<file path="src/rtl/uart_rx_controller_if.sv">
// uart_rx_controller_if
// Character-side handshake between the UART receive sequencer and the
// character consumer.
//   data_out      : last received character (LSB was first on the line)
//   data_valid    : character available, held until read_ack
//   read_ack      : one-cycle consumer acknowledge
//   framing_error : last frame ended with a low stop bit
//   overrun       : a character completed while the previous one was unread
//   busy          : receiver is inside a frame
// master = receiver side, slave = consumer side.
interface uart_rx_controller_if #(
    parameter int DATA_BITS = 8
) ();
    logic [DATA_BITS-1:0] data_out;
    logic                 data_valid;
    logic                 read_ack;
    logic                 framing_error;
    logic                 overrun;
    logic                 busy;

    modport master (
        output data_out,
        output data_valid,
        output framing_error,
        output overrun,
        output busy,
        input  read_ack
    );

    modport slave (
        input  data_out,
        input  data_valid,
        input  framing_error,
        input  overrun,
        input  busy,
        output read_ack
    );
endinterface

</file>
<file path="src/rtl/uart_rx_controller.sv">
// uart_rx_controller
// Framed receive sequencer for an oversampled UART line. Detects and
// validates the start bit, samples each data bit near mid-bit, checks the
// stop bit and hands the character over through a valid/ack handshake.
// Ports:
//   clk_i        : oversample clock, one line sample per rising edge
//   rst_ni       : asynchronous active-low reset
//   serial_in_i  : raw serial line, idle high, asynchronous to clk_i
//   rx_if        : character handshake (master side), see uart_rx_controller_if
module uart_rx_controller #(
    parameter int SAMPLES_PER_BIT = 16,
    parameter int DATA_BITS       = 8
) (
    input  logic                 clk_i,
    input  logic                 rst_ni,
    input  logic                 serial_in_i,
    uart_rx_controller_if.master rx_if
);
    localparam int CW = $clog2(SAMPLES_PER_BIT);
    localparam int BW = $clog2(DATA_BITS + 1);

    localparam logic [CW-1:0] CNT_HALF = CW'(SAMPLES_PER_BIT / 2 - 1);
    localparam logic [CW-1:0] CNT_LAST = CW'(SAMPLES_PER_BIT - 1);
    localparam logic [BW-1:0] BIT_LAST = BW'(DATA_BITS - 1);

    typedef enum logic [1:0] {
        S_IDLE,
        S_START,
        S_DATA,
        S_STOP
    } state_t;

    state_t               state_q;
    logic                 sync1_q;
    logic                 rx_s_q;
    logic [CW-1:0]        cnt_q;
    logic [BW-1:0]        bitn_q;
    logic [DATA_BITS-1:0] sh_q;
    logic [DATA_BITS-1:0] data_q;
    logic                 valid_q;
    logic                 ferr_q;
    logic                 ovr_q;
    logic                 busy_q;

    // New bit enters at the MSB; after DATA_BITS shifts the first (LSB-first)
    // bit has walked down to bit 0.
    logic [DATA_BITS:0]   sh_ext;
    assign sh_ext = {rx_s_q, sh_q};

    assign rx_if.data_out      = data_q;
    assign rx_if.data_valid    = valid_q;
    assign rx_if.framing_error = ferr_q;
    assign rx_if.overrun       = ovr_q;
    assign rx_if.busy          = busy_q;

    // Two-flop synchronizer; resets to the idle (high) line level so that
    // reset release never looks like a start bit.
    always_ff @(posedge clk_i or negedge rst_ni) begin
        if (!rst_ni) begin
            sync1_q <= 1'b1;
            rx_s_q  <= 1'b1;
        end else begin
            sync1_q <= serial_in_i;
            rx_s_q  <= sync1_q;
        end
    end

    always_ff @(posedge clk_i or negedge rst_ni) begin
        if (!rst_ni) begin
            state_q <= S_IDLE;
            cnt_q   <= '0;
            bitn_q  <= '0;
            sh_q    <= '0;
            data_q  <= '0;
            valid_q <= 1'b0;
            ferr_q  <= 1'b0;
            ovr_q   <= 1'b0;
            busy_q  <= 1'b0;
        end else begin
            // Consumer acknowledge; a successful stop sample below in the same
            // cycle overrides data_valid back to 1 while overrun stays clear.
            if (rx_if.read_ack && valid_q) begin
                valid_q <= 1'b0;
                ovr_q   <= 1'b0;
            end

            unique case (state_q)
                S_IDLE: begin
                    cnt_q  <= '0;
                    bitn_q <= '0;
                    if (!rx_s_q) begin
                        state_q <= S_START;
                        busy_q  <= 1'b1;
                    end
                end

                S_START: begin
                    if (cnt_q == CNT_HALF) begin
                        cnt_q <= '0;
                        if (rx_s_q) begin
                            // Line went back high before mid start bit: glitch.
                            state_q <= S_IDLE;
                            busy_q  <= 1'b0;
                        end else begin
                            state_q <= S_DATA;
                        end
                    end else begin
                        cnt_q <= cnt_q + CW'(1);
                    end
                end

                S_DATA: begin
                    if (cnt_q == CNT_LAST) begin
                        cnt_q  <= '0;
                        sh_q   <= sh_ext[DATA_BITS:1];
                        bitn_q <= bitn_q + BW'(1);
                        if (bitn_q == BIT_LAST) begin
                            state_q <= S_STOP;
                        end
                    end else begin
                        cnt_q <= cnt_q + CW'(1);
                    end
                end

                S_STOP: begin
                    if (cnt_q == CNT_LAST) begin
                        cnt_q   <= '0;
                        state_q <= S_IDLE;
                        busy_q  <= 1'b0;
                        if (rx_s_q) begin
                            data_q  <= sh_q;
                            valid_q <= 1'b1;
                            ferr_q  <= 1'b0;
                            if (valid_q && !rx_if.read_ack) begin
                                ovr_q <= 1'b1;
                            end
                        end else begin
                            // Bad stop bit: the assembled character is dropped.
                            ferr_q <= 1'b1;
                        end
                    end else begin
                        cnt_q <= cnt_q + CW'(1);
                    end
                end

                default: begin
                    state_q <= S_IDLE;
                    busy_q  <= 1'b0;
                end
            endcase
        end
    end
endmodule
</file>
<file path="src/flat_wrapper.sv">
// flat-port wrapper written by rule: the top's interface ports become plain ports
module uart_rx_controller_flat 
#(
    parameter int SAMPLES_PER_BIT = 16,
    parameter int DATA_BITS       = 8
)
  (clk_i, rst_ni, serial_in_i, rx_if_data_out, rx_if_data_valid, rx_if_framing_error, rx_if_overrun, rx_if_busy, rx_if_read_ack);
  uart_rx_controller_if #(.DATA_BITS(DATA_BITS)) rx_if_i ();
  input  logic clk_i;
  input  logic rst_ni;
  input  logic serial_in_i;
  output wire logic [$bits(rx_if_i.data_out)-1:0] rx_if_data_out;
  output wire logic [$bits(rx_if_i.data_valid)-1:0] rx_if_data_valid;
  output wire logic [$bits(rx_if_i.framing_error)-1:0] rx_if_framing_error;
  output wire logic [$bits(rx_if_i.overrun)-1:0] rx_if_overrun;
  output wire logic [$bits(rx_if_i.busy)-1:0] rx_if_busy;
  input wire logic [$bits(rx_if_i.read_ack)-1:0] rx_if_read_ack;
  assign rx_if_data_out = rx_if_i.data_out;
  assign rx_if_data_valid = rx_if_i.data_valid;
  assign rx_if_framing_error = rx_if_i.framing_error;
  assign rx_if_overrun = rx_if_i.overrun;
  assign rx_if_busy = rx_if_i.busy;
  assign rx_if_i.read_ack = rx_if_read_ack;
  uart_rx_controller #(.SAMPLES_PER_BIT(SAMPLES_PER_BIT), .DATA_BITS(DATA_BITS)) u_core (.clk_i(clk_i), .rst_ni(rst_ni), .serial_in_i(serial_in_i), .rx_if(rx_if_i));
endmodule
</file>
<file path="config.mk">
export PLATFORM = sky130hd
export DESIGN_NAME = uart_rx_controller_flat
export DESIGN_NICKNAME = d
export VERILOG_FILES = /design/src/rtl/uart_rx_controller_if.sv /design/src/rtl/uart_rx_controller.sv /design/src/flat_wrapper.sv
export SDC_FILE = /design/constraint.sdc
export NUM_CORES = 1
export LEC_CHECK = 0
export BUFFER_PORTS_ARGS = -buffer_cell sky130_fd_sc_hd__buf_2
export CORE_MARGIN = 4
export CORE_UTILIZATION = 55
export CTS_CLUSTER_DIAMETER = 30
export DETAILED_ROUTE_END_ITERATION = 10
export GPL_TIMING_DRIVEN = 1
export HOLD_SLACK_MARGIN = 0.08
export PLACE_DENSITY = 0.83
export SYNTH_ARGS = -nofsm -noshare
export SYNTH_HDL_FRONTEND = slang
export SYNTH_SLANG_ARGS = --single-unit
export TNS_END_PERCENT = 5
</file>
<file path="constraint.sdc">
create_clock -name clk_i -period 1.8 [get_ports clk_i]
set_input_delay 0.27 -clock clk_i [delete_from_list [all_inputs] [get_ports clk_i]]
set_output_delay 0.27 -clock clk_i [all_outputs]
set_load 0.02 [all_outputs]
</file>
---- Word-level counts from Yosys, hierarchy flattened ----
Cells that the tools add are included.
cells by class
  $add $sub $neg .......................... 2
  equal/unequal tests ..................... 12
  multiplexer cells ....................... 27
  reductions and logical operators ........ 13
operators by type and width
  cell                                                    number
  two-way mux 1 bit                                       14
  two-way mux 2 bit                                       6
  two-way mux 4 bit                                       3
  case mux 4 bit (3 select lines)                         1
  inequality test 2 x 1 -> 1 bit (second input constant)  5
  AND reduction 5 bit                                     2
  adder 4 x 1 -> 4 bit (second input constant)            2
  == test 4 x 3 -> 1 bit (second input constant)          2
  case mux 2 bit (4 select lines)                         1
  case mux 4 bit (2 select lines)                         1
  AND reduction 2 bit                                     3
  == test 2 bit (second input constant)                   2
  == test 4 bit (second input constant)                   1
  case mux 1 bit (3 select lines)                         1
  AND reduction 3 bit                                     1
  nonzero test 3 bit                                      1
  == test 2 x 1 -> 1 bit (second input constant)          1
  logical AND 1 bit                                       2
  zero test 2 bit                                         1
  inequality test 2 bit (second input constant)           1
  nonzero test 2 bit                                      1
  OR reduction 2 bit                                      1
  zero test 1 bit                                         1
storage, ports and cells
  register bits ........................... 32
  input bits .............................. 4

---- Logic depth before layout (Yosys ltp) ----
  word-level depth ........................ 6
  gate-level depth with buffers ........... 5
  gate-level depth less buffers ........... 4

---- Worst setup path after synthesis ----
No wires, ideal clock.
  path type ............................... reg-to-reg
  start ................................... reg u_core.cnt_q[0]
  end ..................................... reg u_core.sh_q[0]
  library setup time ...................... 125 ps
  arrival ................................. 1,370 ps
  required time ........................... 1,675 ps
  path slack .............................. 306 ps
  stages on the path, launching flop included .. 6
  buffers on the path ..................... 1
  clock period less this slack ............ 1,494 ps
  cell sequence ........................... dfrtp_1 ha_1 buf_2 nand4_4 nor2_4 mux2_2
between the ends
  cells in the longest elaborated chain, start to end .. 2
ends and longest elaborated chain
  item                           RTL line                   source
  start: declaration             uart_rx_controller.sv:36   logic [CW-1:0] cnt_q;
  start signal: assignment       uart_rx_controller.sv:108  cnt_q <= cnt_q + CW'(1);
  start signal: assignment       uart_rx_controller.sv:121  cnt_q <= cnt_q + CW'(1);
  start signal: assignment       uart_rx_controller.sv:142  cnt_q <= cnt_q + CW'(1);
  == test 4 bit                  uart_rx_controller.sv:113  if (cnt_q == CNT_LAST) begin
  AND reduction 2 bit (no line)  -
  end signal: assignment         uart_rx_controller.sv:115  sh_q <= sh_ext[DATA_BITS:1];
  end: declaration               uart_rx_controller.sv:38   logic [DATA_BITS-1:0] sh_q;
Every way passes these cells.
A chain may end at the register's enable or synchronous reset.

---- Final worst setup path ----
  start ................................... reg u_core.cnt_q[0]
  end ..................................... reg u_core.data_q[3], in the netlist u_core.rx_if.data_out[3]
between the ends
  cells in the longest elaborated chain, start to end .. 2
ends and longest elaborated chain
  item                           RTL line                   source
  == test 4 bit                  uart_rx_controller.sv:126  if (cnt_q == CNT_LAST) begin
  AND reduction 3 bit (no line)  -
  end signal: assignment         uart_rx_controller.sv:131  data_q <= sh_q;
  end: declaration               uart_rx_controller.sv:39   logic [DATA_BITS-1:0] data_q;
Every way passes these cells.

==> results.cfg <==
[status]
status = finished clean

[clock_tree]
clk_path_buf_depth = 2
clk_pin_slew_ps = 90
cts_tree = built
cts_sinks = 32
root_buffer = clkbuf_4
clock_latency_ps = 320
h-tree-depth = 2
numCtsBuffers = 5

[yosys]
synthesis.nets = 116
yosysUniqueCellTypes = 33
synthTopCellsByCount = dfrtp_1, mux2_2, buf_2
synthTopCellsByArea = dfrtp_1, mux2_2, dfstp_2
synth_warnings = 0
synth_area_leader_cell = dfrtp_1
synth_most_common_cell = dfrtp_1
synth_area_um2 = 1410
syn_inst = 110
synth_edf_count = 0
avgSynthCellArea_um2 = 12.8
synth_top_area_share_pct = 53.4
synthArstFlopShare_pct = 100
synth_top_flop_cell = dfrtp_1
seq_area_frac_synth_pct = 57.1
synth_seq_cells = 32

[cells_and_area]
area.growth.synth_to_final_pct = 14.3
n_antenna_cell = 0
nNetsFinal = 137
layout-drive-gt1-share_pct = 34.8

[timing]
skew_ps = 3.31
worst_pin_slew_ps = 693
rsz0062_at_grt = false
period_minus_slack_ps = 1680
drv_slew = 0
setup_viol = 0
setup_ws_ps = 123
timing.final.crit_share_pct = 93.2
tns_ps = 0
max_freq_mhz = 596
hold_viol = 0
slew_headroom_pct = 53.8

[floorplanning]
design.die.area_um2 = 3430
die_h_um = 58.6
rows = 18
die-width_um = 58.6
start_util_pct = 57.3
design.core.area_um2 = 2450
io_pins = 16

[drt]
dr.pass1.iters = 4
vias = 920
vias_per_cell = 5.68
drtAntennaViolNets = 0
remaining_drc_errors = 0
wire_per_inst_um = 15.2
drt_iter0_drc = 44
finalWirelength_mm = 2.47

[critical_path]
endpoint_kind = flop
max_stage_delay_ps = 400
crit_arrival_ps = 1890
worst_setup_path_start_kind = flop
crit_fanout = 8
worstPathRequired_ps = 2020
worstSetupPathType = flop to flop
crit_chain = ha_1, nand4_4, nor2_4, mux2_2
critPathSlowestCell = dfrtp_1

[global_route]
grt_pass1_vias = 943
antenna_found_initial = 0
grt_pass1_wl_mm = 4.33
grtUsageTotal_pct = 16.8
grt.overflow.total = 0
grt_max_degree = 33

[placed_design]
io_buffers = 15
post-place-ws_ps = 114
dpl.hpwl_mm = 1.80
place_congestion = 0.842

[pwr]
power.density_nw_per_um2 = 1270
p_leak_nw = 0.784
peakVddDrop_mv = 0.912

[flow_run]
maxCapViolCount = 0

[hold_path]
hold_class = primary input to flop
-- power breakdown --
group | switching [mW] | internal, mW
clock network | 0.232 | 0.291
logic | 0.283 | 0.255
registers | 0.146 | 0.830
-- sequential cells by signal (all words and copies together), names as in the netlist, named ones only --
name / flops
u_core.rx_s_q: 1
u_core.sh_q: 8
u_core.rx_if.busy: 1
u_core.state_q: 1
u_core.cnt_q: 4
u_core.rx_if.data_out: 8
u_core.rx_if.data_valid: 1
u_core.sync1_q: 1
u_core.rx_if.framing_error: 1
u_core.bitn_q: 4
-- worst max-delay path: cells and delay by family (launching register included) --
| family | cells | cell delay (ps) |
|---|---|---|
| adders and majority gates | 1 | 360 |
| muxes | 1 | 370 |
| DFF | 1 | 400 |
| and+or+nand+nor | 2 | 450 |
-- layer usage --
layer	track usage (%)	vias up	part of all wire [%]
li1	-	450	-
met5	0	-	0
met4	6.62	0	0.65
met2	25.0	17	47
met3	5.48	2	4.8
met1	22.9	451	47
-- final timing paths --
check	cells past startpoint	from	end	slack, ps
max	4	u_core.cnt_q[0]	u_core.rx_if.data_out[3]	120
min	2	rx_if_read_ack	flop	140
max reg2reg	4	u_core.cnt_q[0]	u_core.rx_if.data_out[3]	120
min reg2reg	0	u_core.sync1_q	u_core.rx_s_q	360
max in group asynchronous	2	rst_ni	u_core.sh_q[6]	840
min in group asynchronous	2	rst_ni	u_core.bitn_q[3]	520
-- cells in the final DEF, fill, tap and decap left out, types with 2 or more instances in the layout --
cell           instances
ha_1                   2
nor2_4                 2
o211ai_1               2
buf_2                 15
buf_4                  3
a2bb2oi_1              2
nor2_1                 3
a21oi_1                4
a22o_1                 4
dfrtp_1               30
nand3_1                3
o21ai_0                2
mux2_2                16
nor3_1                 4
clkbuf_4               5
nand2_1                4
dlygate4sd3_1          2
and4b_1                2
nor2b_1                4
dfstp_2                2
inv_1                  3
-- per-stage QoR --
step | hold slack, ps | total power [mW] | instance area [um2] | util, % | std cells
6_report | 140 | 2.04 | 1610 | 65.5 | 162
5_1_grt | 135 | 2.17 | 1610 | 65.5 | 162
4_1_cts | 126 | 2.05 | 1610 | 65.5 | 162
3_5_place_dp | 355 | 1.53 | 1510 | 61.6 | 152
3_3_place_gp | 341 | 1.49 | 1510 | 61.6 | 152
2_1_floorplan | -25.6 | 1.39 | 1410 | - | 110
-- timing repair --
| item | in CTS | in global routing |
|---|---|---|
| setup buffers | 0 | 0 |
| hold buffers | 2 | 0 |
| resized for setup | 0 | 0 |
| endpoints found under the hold margin | 31 | 0 |
-- layout make-up --
| type | instances | area (um2) |
|---|---|---|
| clock buffers | 6 | 41.3 |
| clock inverters | 2 | 35.0 |
| fillers | 178 | 847 |
| inverters | 3 | 11.3 |
| multi-input cells | 69 | 562 |
| flip-flops and latches | 32 | 803 |
| well taps | 30 | 37.5 |
| repair buffers | 20 | 118 |
-- cells by family after synthesis --
family,synth area share [%]
DFF,57.1
and+or+nand+nor,13.0
AOI/OAI and AO/OA,10.2
muxes,14.3
buffers and inverters,2.94
adders and majority gates,1.78
xor gates and xnor gates,0.623
No activity file was read; power rests on OpenSTA's default activity.
